## src/rtl/alarm_ring_ctrl_if.sv

```systemverilog
// alarm_ring_ctrl_if: groups the timekeeper / alarm-set inputs and the
// LED / buzzer / status outputs of alarm_ring_ctrl into one bundle.
// master: the environment driving the controller (set stage, timekeeper, buttons).
// slave : the alarm ring controller itself.
interface alarm_ring_ctrl_if;
  logic        tick_1hz;
  logic [15:0] cur_time;
  logic [15:0] alarm;
  logic        finish_set;
  logic        alarm_en;
  logic        push_c;
  logic        push_d;
  logic        ringing;
  logic        buzzer;
  logic [15:0] led;
  logic        armed;
  logic [7:0]  sec_left;

  modport master (
    output tick_1hz, cur_time, alarm, finish_set, alarm_en, push_c, push_d,
    input  ringing, buzzer, led, armed, sec_left
  );

  modport slave (
    input  tick_1hz, cur_time, alarm, finish_set, alarm_en, push_c, push_d,
    output ringing, buzzer, led, armed, sec_left
  );
endinterface

```

## src/rtl/alarm_ring_ctrl.sv

```systemverilog
// alarm_ring_ctrl: latches the BCD mm:ss alarm from the set stage, compares it
// with the running clock, and rings (blinking LEDs plus buzzer tone) with
// stop, auto-timeout and optional snooze.
// Optional feature macro: ALARM_SNOOZE_EN (snooze state and push_d handling).
// Without it, push_d is ignored and ringing ends only by stop, timeout or disarm.
module alarm_ring_ctrl #(
  parameter int RING_SECS   = 30,
  parameter int SNOOZE_SECS = 10,
  parameter int MAX_SNOOZE  = 3,
  parameter int TONE_DIV    = 50000
) (
  input  logic             clk,
  input  logic             reset,
  alarm_ring_ctrl_if.slave bus
);

  localparam logic [1:0] ST_IDLE    = 2'd0;
  localparam logic [1:0] ST_ARMED   = 2'd1;
  localparam logic [1:0] ST_RINGING = 2'd2;
`ifdef ALARM_SNOOZE_EN
  localparam logic [1:0] ST_SNOOZE  = 2'd3;
`endif

  localparam int TONE_W = (TONE_DIV > 1) ? $clog2(TONE_DIV) : 1;

  localparam logic [7:0]        RING_SECS_C = 8'(RING_SECS);
  localparam logic [TONE_W-1:0] TONE_LAST_C = TONE_W'(TONE_DIV - 1);
`ifdef ALARM_SNOOZE_EN
  localparam logic [7:0] SNOOZE_SECS_C = 8'(SNOOZE_SECS);
  localparam logic [7:0] MAX_SNOOZE_C  = 8'(MAX_SNOOZE);
`endif

  // Second counter never wraps below zero.
  function automatic logic [7:0] sat_dec(input logic [7:0] v);
    if (v == 8'd0) begin
      sat_dec = 8'd0;
    end else begin
      sat_dec = v - 8'd1;
    end
  endfunction

  logic [1:0]        state_r;
  logic [15:0]       alarm_q_r;
  logic              finish_set_d_r;
  logic              match_d_r;
  logic [7:0]        sec_cnt_r;
  logic [TONE_W-1:0] tone_cnt_r;
  logic              buzzer_r;
  logic [15:0]       led_r;
  logic              ringing_r;
  logic              armed_r;
`ifdef ALARM_SNOOZE_EN
  logic [7:0]        snooze_cnt_r;
  logic [7:0]        snooze_cnt_s;
`endif

  logic [1:0]        state_s;
  logic [7:0]        sec_cnt_s;
  logic [7:0]        dec_s;
  logic [TONE_W-1:0] tone_cnt_s;
  logic              buzzer_s;
  logic [15:0]       led_s;
  logic              enter_ring_s;
  logic              armed_s;
  logic              match_s;
  logic              hit_s;
  logic              capture_s;

  // Match detection: a hit is the first cycle of equality, so one match rings once.
  always_comb begin
    match_s   = (bus.cur_time == alarm_q_r);
    hit_s     = match_s & ~match_d_r;
    capture_s = bus.finish_set & ~finish_set_d_r;
    dec_s     = sat_dec(sec_cnt_r);
  end

  // Next-state, counter and output computation.
  always_comb begin
    state_s      = state_r;
    sec_cnt_s    = sec_cnt_r;
    led_s        = led_r;
    tone_cnt_s   = tone_cnt_r;
    buzzer_s     = buzzer_r;
    enter_ring_s = 1'b0;
`ifdef ALARM_SNOOZE_EN
    snooze_cnt_s = snooze_cnt_r;
`endif

    if (!bus.alarm_en) begin
      // Disarm dominates everything in every state.
      state_s   = ST_IDLE;
      sec_cnt_s = 8'd0;
`ifdef ALARM_SNOOZE_EN
      snooze_cnt_s = 8'd0;
`endif
    end else begin
      case (state_r)
        ST_IDLE: begin
          if (bus.finish_set) begin
            state_s = ST_ARMED;
          end else begin
            state_s = ST_IDLE;
          end
          sec_cnt_s = 8'd0;
        end
        ST_ARMED: begin
          if (hit_s) begin
            state_s      = ST_RINGING;
            sec_cnt_s    = RING_SECS_C;
            enter_ring_s = 1'b1;
`ifdef ALARM_SNOOZE_EN
            snooze_cnt_s = 8'd0;
`endif
          end else begin
            state_s   = ST_ARMED;
            sec_cnt_s = 8'd0;
          end
        end
        ST_RINGING: begin
          if (bus.push_c) begin
            state_s   = ST_ARMED;
            sec_cnt_s = 8'd0;
`ifdef ALARM_SNOOZE_EN
          end else if (bus.push_d) begin
            if (snooze_cnt_r < MAX_SNOOZE_C) begin
              state_s      = ST_SNOOZE;
              sec_cnt_s    = SNOOZE_SECS_C;
              snooze_cnt_s = snooze_cnt_r + 8'd1;
            end else begin
              // Snooze budget spent: the request acts as a stop.
              state_s   = ST_ARMED;
              sec_cnt_s = 8'd0;
            end
`endif
          end else if (bus.tick_1hz) begin
            if (dec_s == 8'd0) begin
              state_s   = ST_ARMED;
              sec_cnt_s = 8'd0;
            end else begin
              state_s   = ST_RINGING;
              sec_cnt_s = dec_s;
            end
          end else begin
            state_s = ST_RINGING;
          end
        end
`ifdef ALARM_SNOOZE_EN
        ST_SNOOZE: begin
          if (bus.push_c) begin
            state_s   = ST_ARMED;
            sec_cnt_s = 8'd0;
          end else if (bus.tick_1hz) begin
            if (dec_s == 8'd0) begin
              state_s      = ST_RINGING;
              sec_cnt_s    = RING_SECS_C;
              enter_ring_s = 1'b1;
            end else begin
              state_s   = ST_SNOOZE;
              sec_cnt_s = dec_s;
            end
          end else begin
            state_s = ST_SNOOZE;
          end
        end
`endif
        default: begin
          state_s   = ST_IDLE;
          sec_cnt_s = 8'd0;
        end
      endcase
    end

    // LED blink and tone generation follow the next state.
    if (enter_ring_s) begin
      led_s      = 16'hFFFF;
      tone_cnt_s = {TONE_W{1'b0}};
      buzzer_s   = 1'b0;
    end else if (state_s == ST_RINGING) begin
      if (bus.tick_1hz) begin
        led_s = ~led_r;
      end else begin
        led_s = led_r;
      end
      if (tone_cnt_r == TONE_LAST_C) begin
        tone_cnt_s = {TONE_W{1'b0}};
        buzzer_s   = ~buzzer_r;
      end else begin
        tone_cnt_s = tone_cnt_r + {{(TONE_W-1){1'b0}}, 1'b1};
        buzzer_s   = buzzer_r;
      end
    end else begin
      led_s      = 16'h0000;
      tone_cnt_s = {TONE_W{1'b0}};
      buzzer_s   = 1'b0;
    end

`ifdef ALARM_SNOOZE_EN
    armed_s = (state_s == ST_ARMED) || (state_s == ST_SNOOZE);
`else
    armed_s = (state_s == ST_ARMED);
`endif
  end

  // Alarm capture and match history registers.
  always_ff @(posedge clk) begin
    if (reset) begin
      alarm_q_r      <= 16'h0000;
      finish_set_d_r <= 1'b0;
      match_d_r      <= 1'b0;
    end else begin
      finish_set_d_r <= bus.finish_set;
      match_d_r      <= match_s;
      if (capture_s) begin
        alarm_q_r <= bus.alarm;
      end else begin
        alarm_q_r <= alarm_q_r;
      end
    end
  end

  // State, counters and registered outputs.
  always_ff @(posedge clk) begin
    if (reset) begin
      state_r    <= ST_IDLE;
      sec_cnt_r  <= 8'd0;
      tone_cnt_r <= {TONE_W{1'b0}};
      buzzer_r   <= 1'b0;
      led_r      <= 16'h0000;
      ringing_r  <= 1'b0;
      armed_r    <= 1'b0;
    end else begin
      state_r    <= state_s;
      sec_cnt_r  <= sec_cnt_s;
      tone_cnt_r <= tone_cnt_s;
      buzzer_r   <= buzzer_s;
      led_r      <= led_s;
      ringing_r  <= (state_s == ST_RINGING);
      armed_r    <= armed_s;
    end
  end

`ifdef ALARM_SNOOZE_EN
  // Snooze usage within the current alarm event.
  always_ff @(posedge clk) begin
    if (reset) begin
      snooze_cnt_r <= 8'd0;
    end else begin
      snooze_cnt_r <= snooze_cnt_s;
    end
  end
`endif

  assign bus.ringing  = ringing_r;
  assign bus.buzzer   = buzzer_r;
  assign bus.led      = led_r;
  assign bus.armed    = armed_r;
  assign bus.sec_left = sec_cnt_r;

endmodule

```

## src/flat_wrapper.sv

```systemverilog
// flat-port wrapper written by rule: the top's interface ports become plain ports
module alarm_ring_ctrl_flat 
#(
  parameter int RING_SECS   = 30,
  parameter int SNOOZE_SECS = 10,
  parameter int MAX_SNOOZE  = 3,
  parameter int TONE_DIV    = 50000
)
  (clk, reset, bus_tick_1hz, bus_cur_time, bus_alarm, bus_finish_set, bus_alarm_en, bus_push_c, bus_push_d, bus_ringing, bus_buzzer, bus_led, bus_armed, bus_sec_left);
  alarm_ring_ctrl_if bus_i ();
  input  logic clk;
  input  logic reset;
  input wire logic [$bits(bus_i.tick_1hz)-1:0] bus_tick_1hz;
  input wire logic [$bits(bus_i.cur_time)-1:0] bus_cur_time;
  input wire logic [$bits(bus_i.alarm)-1:0] bus_alarm;
  input wire logic [$bits(bus_i.finish_set)-1:0] bus_finish_set;
  input wire logic [$bits(bus_i.alarm_en)-1:0] bus_alarm_en;
  input wire logic [$bits(bus_i.push_c)-1:0] bus_push_c;
  input wire logic [$bits(bus_i.push_d)-1:0] bus_push_d;
  output wire logic [$bits(bus_i.ringing)-1:0] bus_ringing;
  output wire logic [$bits(bus_i.buzzer)-1:0] bus_buzzer;
  output wire logic [$bits(bus_i.led)-1:0] bus_led;
  output wire logic [$bits(bus_i.armed)-1:0] bus_armed;
  output wire logic [$bits(bus_i.sec_left)-1:0] bus_sec_left;
  assign bus_i.tick_1hz = bus_tick_1hz;
  assign bus_i.cur_time = bus_cur_time;
  assign bus_i.alarm = bus_alarm;
  assign bus_i.finish_set = bus_finish_set;
  assign bus_i.alarm_en = bus_alarm_en;
  assign bus_i.push_c = bus_push_c;
  assign bus_i.push_d = bus_push_d;
  assign bus_ringing = bus_i.ringing;
  assign bus_buzzer = bus_i.buzzer;
  assign bus_led = bus_i.led;
  assign bus_armed = bus_i.armed;
  assign bus_sec_left = bus_i.sec_left;
  alarm_ring_ctrl #(.RING_SECS(RING_SECS), .SNOOZE_SECS(SNOOZE_SECS), .MAX_SNOOZE(MAX_SNOOZE), .TONE_DIV(TONE_DIV)) u_core (.clk(clk), .reset(reset), .bus(bus_i));
endmodule
```

## config.mk

```make
export PLATFORM = sky130hd
export DESIGN_NAME = alarm_ring_ctrl_flat
export DESIGN_NICKNAME = d
export VERILOG_FILES = /design/src/rtl/alarm_ring_ctrl_if.sv /design/src/rtl/alarm_ring_ctrl.sv /design/src/flat_wrapper.sv
export SDC_FILE = /design/constraint.sdc
export NUM_CORES = 1
export LEC_CHECK = 0
export CORE_ASPECT_RATIO = 0.8
export CORE_MARGIN = 1
export CORE_UTILIZATION = 54
export DETAILED_ROUTE_END_ITERATION = 10
export PLACE_DENSITY_LB_ADDON = 0.05
export SETUP_SLACK_MARGIN = 0.5
export SYNTH_ARGS = -nofsm -noshare
export SYNTH_HDL_FRONTEND = slang
export SYNTH_SLANG_ARGS = --single-unit
```

## constraint.sdc

```tcl
create_clock -name clk -period 3.5 [get_ports clk]
set_input_delay 0.525 -clock clk [delete_from_list [all_inputs] [get_ports clk]]
set_output_delay 0.525 -clock clk [all_outputs]
set_load 0.005 [all_outputs]
```

==> metrics.md <==
| Metric | Value |
|---|---|
| Run status | complete, but fails checks |
| Violated checks | DRC |
| Root buffer cell | sky130_fd_sc_hd__clkbuf_8 |
| Number of instances in the synthesized netlist | 337 |
| Cells on Worst Hold Path | 2 |
| CTS H-Tree Depth | 3 |
| Type of the worst min-delay path | register to register |
| Part of the Yosys area used for sequential elements | 42.6% |
| Synth Register Bits | 63 |
| Max IR drop VDD | 0.000261 V |
| Antenna diode instance count | 0 |
| Cts bufs inserted | 9 |
| Synthesized area per cell | 8.79 um^2 |
| TritonCTS clock tree | built |
| Number of global-route vias before repair | 2331 |
| Detailed Place HPWL | 4.45 mm |
| Share of flip-flops with an asynchronous set or reset | 0% |
| Final setup violation count | 0 |
| Chip Width | 84.8 um |
| Starting utilization of the core area | 57.5% |
| Number of nets in the layout | 448 |
| Post-synth top area cell | sky130_fd_sc_hd__dfxtp_1 |
| CTS hold repair buffers | 0 |
| CTS Sinks | 63 |
| Sort of element at the start of the critical path | input pin |
| Clock transition at the registers of the reported paths | 0.07 ns |
| # port buffers | 64 |
| Standard-cell row count | 23 |
| Power Density | 376 nW/um^2 |
| Overall die area | 5790 um^2 |
| DRT antenna net count | 0 |
| Peak clock frequency supported by timing | 378 MHz |
| Post-DR wirelength/cell | 14.3 um |
| Portion of synthesized cell area occupied by the leading cell type | 42.6% |
| Total leakage power | 0.00136 uW |
| Fin. max-slew vios | 0 |
| Post-CTS Setup Inserts | 0 |
| Number of cells in the design after placement | 452 |
| Number of violations reported at the end of detailed-routing iteration 0 | 189 |
| Share of the core filled with cells | 75.0% |
| Post-layout min period | 2.64 ns |
| Largest fanout of any net on the critical path | 16 |
| Required time of the worst setup path | 3.74 ns |
| Grt total ovfl | 0 |
| Actual slew at the worst max-slew pin | 0.613 ns |
| Number of synthesized flops with an enable pin | 0 |
| Total Routed Length | 6.67 mm |
| Max Buffers Root-to-Sink | 2 |
| Layout Area Growth over Synthesis | 30.3% |
| Routability congestion estimate from global placement | 0.805 |
| Most frequent cell after synthesis | sky130_fd_sc_hd__dfxtp_1 |
| WS Path Type | input pin to register |
| GR Util All Layers | 24.6% |
| Aggregate negative setup slack | 0 ns |
| Setup repair after global routing missed its margin | false |
| Insertion delay to the later sink of the worst-skew pair | 0.33 ns |
| Depth of the worst register-to-register path | 8 |
| Pin count of the biggest net entering global routing | 33 |
| Remaining DRCs | 4 |
| Area of the placeable core | 5150 um^2 |
| Layout cell share with drive strength beyond 1 | 8.64% |
| Post-synthesis instance area | 2960 um^2 |
| Initial antenna violation count | 0 |
| Cell area after placement | 3650 um^2 |
| Yosys synthesis warning count | 0 |
| Detailed-routing iteration count for the pre-antenna-repair pass | 8 |
| Wire length of the first global-routing pass | 10.9 mm |
| Final number of hold-violating endpoints | 0 |
| Prevailing post-synth register cell | sky130_fd_sc_hd__dfxtp_1 |
| Net count after synthesis | 383 |
| Arrival time of the worst setup path | 2.88 ns |
| Ports placed on the boundary | 66 |
| Distinct cells, synth | 41 |
| Worst setup skew after layout | 0.0100 ns |
| Via count | 2583 |
| Design area | 3860 um^2 |
| Period Utilization, post-route | 75.5% |
| Number of max-cap violations | 0 |
| Die extent in y | 68.3 um |
| Synth top cells by count | 63 x sky130_fd_sc_hd__dfxtp_1, 44 x sky130_fd_sc_hd__nand2_1, 26 x sky130_fd_sc_hd__a21oi_1, 26 x sky130_fd_sc_hd__xnor2_1, 24 x sky130_fd_sc_hd__xor2_1 |
| Sort of element at the end of the critical path | register |
| Final std cells w/o fill | 467 |
| Cell types occupying the most area after synthesis | sky130_fd_sc_hd__dfxtp_1 43%, sky130_fd_sc_hd__xnor2_1 7.7%, sky130_fd_sc_hd__xor2_1 7.1% |
| Worst slew margin | 59.1% |
| Detailed-route vias per instance | 5.53 |
-- cell type report --
| type | instances | area [um^2] |
|---|---|---|
| Clock inverter | 4 | 47.5 |
| Fill cell | 405 | 1290 |
| Timing Repair Buffer | 69 | 678 |
| Sequential cell | 63 | 1260 |
| Clock buffer | 10 | 138 |
| Multi-Input combinational cell | 250 | 1630 |
| Tap cell | 62 | 77.6 |
| Inverter | 9 | 33.8 |
-- cells by family after synthesis --
logic type,Yosys count,synth area share (%)
simple gates,135,24.4
xor+xnor,50,14.8
mux,1,0.338
buf+inv,25,3.46
compound gates,56,11.5
fa+ha+maj,7,2.96
flops,63,42.6
-- repair_timing --
action                     4_1_cts  5_1_grt
setup endpoints to repair        0       18
hold endpoints to repair         0        0
gates resized for setup          0        2
-- power breakdown --
| part | internal, uW | switching [uW] | leakage [uW] | total, uW |
|---|---|---|---|---|
| Sequential | 729 | 7.48 | 0.000510 | 736 |
| Clock | 338 | 262 | 0.0000940 | 600 |
| Combinational | 66.1 | 50.7 | 0.000758 | 117 |
-- worst max-delay path, stage by stage --
cell,delay [ns]
sky130_fd_sc_hd__clkdlybuf4s50_1,0.42
sky130_fd_sc_hd__xor2_1,0.16
sky130_fd_sc_hd__nor4_1,0.36
sky130_fd_sc_hd__nand4_1,0.31
sky130_fd_sc_hd__nor3_2,0.46
sky130_fd_sc_hd__o211ai_4,0.29
sky130_fd_sc_hd__nor4_2,0.36
-- flip-flops by register name, summed over array words and instances (netlist names) --
signal	count
u_core.bus.ringing	1
u_core.state_r	2
u_core.tone_cnt_r	16
u_core.finish_set_d_r	1
u_core.bus.armed	1
u_core.alarm_q_r	16
u_core.bus.buzzer	1
u_core.bus.sec_left	8
u_core.match_d_r	1
u_core.bus.led	16
-- metrics by stage --
stage | total power (uW) | hold slack [ns] | setup WS [ns]
after floorplan | 807 | 0.448 | 1.21
after global placement | 864 | 0.455 | 0.617
after detailed placement | 867 | 0.461 | 0.511
after CTS | 1460 | 0.469 | 0.660
after global routing | 1520 | 0.491 | 0.715
final | 1450 | 0.468 | 0.857
-- layout by cell type, fill, tap and decap left out, types with 4 or more instances in the layout --
master,count
sky130_fd_sc_hd__nand4_1,4
sky130_fd_sc_hd__nand2b_1,6
sky130_fd_sc_hd__nand2_1,44
sky130_fd_sc_hd__buf_4,5
sky130_fd_sc_hd__nor2_1,23
sky130_fd_sc_hd__nor3_1,11
sky130_fd_sc_hd__o21ai_0,19
sky130_fd_sc_hd__inv_1,9
sky130_fd_sc_hd__ha_1,7
sky130_fd_sc_hd__xnor2_1,26
sky130_fd_sc_hd__xor2_1,24
sky130_fd_sc_hd__nand3_1,7
sky130_fd_sc_hd__nor4_2,8
sky130_fd_sc_hd__clkbuf_8,10
sky130_fd_sc_hd__nor4_1,10
sky130_fd_sc_hd__clkdlybuf4s50_1,64
sky130_fd_sc_hd__a21oi_1,26
sky130_fd_sc_hd__dfxtp_1,63
-- worst paths after layout --
check / startpoint / end / slack [ns]
worst max-delay path: bus_cur_time[6] / u_core.tone_cnt_r[8] / 0.86
worst min-delay path: u_core.alarm_q_r[0] / u_core.alarm_q_r[0] / 0.47
worst max register to register: u_core.bus.sec_left[0] / u_core.tone_cnt_r[8] / 0.87
worst min register to register: u_core.alarm_q_r[0] / u_core.alarm_q_r[0] / 0.47
-- routing by layer --
metal	GRT usage, %	vias to the layer above	share of wire [%]
li1	-	1290	-
met1	31.3	1206	48
met2	39.9	83	45
met3	9.17	4	6.8
met4	6.14	0	0.63
met5	0	-	0
(Power assumes the default switching activity.)
==> RTL edit (same flow settings) <==
`RING_SECS` is set to 30 in 2 places; all go to 22.
--- a/src/rtl/alarm_ring_ctrl.sv
+++ b/src/rtl/alarm_ring_ctrl.sv
@@ -4,7 +4,7 @@
 // Optional feature macro: ALARM_SNOOZE_EN (snooze state and push_d handling).
 // Without it, push_d is ignored and ringing ends only by stop, timeout or disarm.
 module alarm_ring_ctrl #(
-  parameter int RING_SECS   = 30,
+  parameter int RING_SECS   = 22,
   parameter int SNOOZE_SECS = 10,
   parameter int MAX_SNOOZE  = 3,
   parameter int TONE_DIV    = 50000
--- a/src/flat_wrapper.sv
+++ b/src/flat_wrapper.sv
@@ -1,7 +1,7 @@
 // flat-port wrapper written by rule: the top's interface ports become plain ports
 module alarm_ring_ctrl_flat 
 #(
-  parameter int RING_SECS   = 30,
+  parameter int RING_SECS   = 22,
   parameter int SNOOZE_SECS = 10,
   parameter int MAX_SNOOZE  = 3,
   parameter int TONE_DIV    = 50000
Formal check against the unedited RTL: not equivalent (Yosys sat finds a counterexample within 4 cycles, from zero or initial values and one cycle with reset high).
==> RTL edit against the unedited design <==
- sequential cell count stayed put
- worst setup slack worse by 0.15 ns
- synthesized area rose by 1.6%
- power rose by 2.0%
- clock power rose by 5.0%
- sequential share of layout area fell by 0.17 points
- design area rose by 0.52%
- wire length is 2.4% lower
- fmax fell by 5.5%
- critical endpoint is now u_core.tone_cnt_r[10]
- largest power group unchanged
- highest routed layer unchanged
==> RTL edit: results (changes against the unedited design) <==
Parameter                              Value

Detailed routing
  Met3 WL post-DR ... 346 µm (-24%)
  Met2 WL post-DR ... 2.94 mm (-2.0%)
  Iteration count of the initial detailed-routing pass ... 7 (-1)
  DRT met1 WL ... 3.16 mm (-0.57%)
  Average via count per standard cell ... 5.47 (-1.0%)
  Post-detailed-route wirelength per cell ... 13.7 µm (-3.8%)
  Initial DRC count ... 70 (-63%)

Logic synthesis
  Average instance area after synthesis ... 8.65 µm² (-1.6%)
  Post-Synthesis Net Count ... 394 (+2.9%)
  List of most frequent post-synthesis cells ... 63 x dfxtp_1, 43 x nand2_1, 27 x a21oi_1, 27 x xor2_1, 21 x xnor2_1
  Share of flip-flops with an asynchronous set or reset after synthesis ... 0 (unchanged)
  Library cells used by synthesis ... 48 (+17%)
  Main area contributors after synthesis ... dfxtp_1 42%, xor2_1 7.9%, xnor2_1 6.1%

Global routing
  Met3 GRT Util ... 0.0952 (+0.00356)
  GRT met2 Usage ... 0.389 (-0.0104)
  Global routing usage on met1 ... 0.291 (-0.0225)
  First-pass GRT wire length ... 10.7 mm (-1.8%)
  Number of global-route vias before repair ... 2,404 (+3.1%)
  Pin count of the biggest net entering global routing ... 32 (-3.0%)
  Global Route Usage Sum ... 0.237 (-0.00867)
  Overflow left after global routing ... 0 (unchanged)

Setup path
  Endpoint of the worst-slack reg-to-reg timing path ... u_core.tone_cnt_r[10]
  Reg2reg setup slack ... 0.70 ns (-0.17 ns)
  Worst setup path class ... register to register
  Worst-path fanout max ... 15 (-1)
  Worst setup path startpoint ... u_core.bus.sec_left[0]
  Logic depth of the worst register-to-register path ... 7 (-1)

Clocking
  Post CTS Setup Buffer Count ... 0 (unchanged)
  Insertion delay of the later-clocked pin in the worst-skew pair ... 0.35 ns (+0.02 ns)

Placement
  Total placed instance area ... 3660 µm² (+0.34%)
  Post-placement cell count ... 457 (+1.1%)
  Dpl hpwl ... 4.41 mm (-0.84%)
  Setup WS pre-CTS ... 0.392 ns (-0.119 ns)
  Last weighted congestion value of the routability-driven placer ... 0.828 (+2.9%)

Finish
  Post-route insts no fill ... 474 (+1.5%)
  Filler cell count ... 384 (-5.2%)
  Share of final-layout standard cells stronger than drive strength 1 ... 0.0680 (-0.0185)
  Layout net count ... 453 (+1.1%)

Pwr
  Static leakage ... 1.41 nW (+3.8%)
  Switching share of power ... 0.232 (+0.0116)
  Worst voltage drop across the vdd grid ... 0.318 mV (+22%)

STA
  Max Clock Skew ... 0.00680 ns (-0.00321 ns)
  Tightest slew margin relative to the limit ... 0.495 (-0.0958)
  Min Clock Period, post-route ... 2.80 ns (+0.154 ns)

Run status
  Run status ... finished, final reports clean
-- RTL edit: worst max-delay path: stages (launching register included) --
cell and delay [ns]:
dfxtp_1 0.52, inv_1 0.11, ha_1 0.32, o41ai_1 0.50, a22oi_1 0.17, o21a_4 0.27, o211ai_2 0.61, nor3_1 0.14
-- RTL edit: cell families (layout without fill, tap and decap cells) --
logic type | after synthesis | count (layout) | synth area share
buf+inv | 29 | 92 | 0.0424
compound gates | 68 | 69 | 0.143
flops | 63 | 63 | 0.419
fa+ha+maj | 7 | 7 | 0.0291
simple gates | 133 | 133 | 0.228
xor+xnor | 48 | 48 | 0.140
-- RTL edit: power by group through the flow --
stage	combinational [mW]	sequential, mW	clock (mW)
2_1_floorplan	0.0581	0.751	0
3_3_place_gp	0.113	0.752	0
3_5_place_dp	0.115	0.752	0
4_1_cts	0.115	0.736	0.638
5_1_grt	0.128	0.737	0.671
6_report	0.117	0.736	0.630
-- RTL edit: worst min-delay path by stage --
stage	cells past startpoint	endpoint	from	slack, ns
floorplan	1	u_core.tone_cnt_r[0]	u_core.tone_cnt_r[0]	0.44
global placement	2	u_core.alarm_q_r[11]	u_core.alarm_q_r[11]	0.46
detailed placement	2	u_core.alarm_q_r[12]	u_core.alarm_q_r[12]	0.46
CTS	2	u_core.alarm_q_r[12]	u_core.alarm_q_r[12]	0.47
global route	2	u_core.alarm_q_r[5]	u_core.alarm_q_r[5]	0.50
finish	2	u_core.alarm_q_r[12]	u_core.alarm_q_r[12]	0.47
-- RTL edit: layout make-up --
class,instances,area [µm²],share of cell area
Inverter,8,30.0,0.00774
Timing Repair Buffer,68,671,0.173
Clock inverter,6,60.1,0.0155
Clock buffer,10,138,0.0355
Tap cell,62,77.6,0.0200
Multi-Input combinational cell,257,1640,0.424
Sequential cell,63,1260,0.325
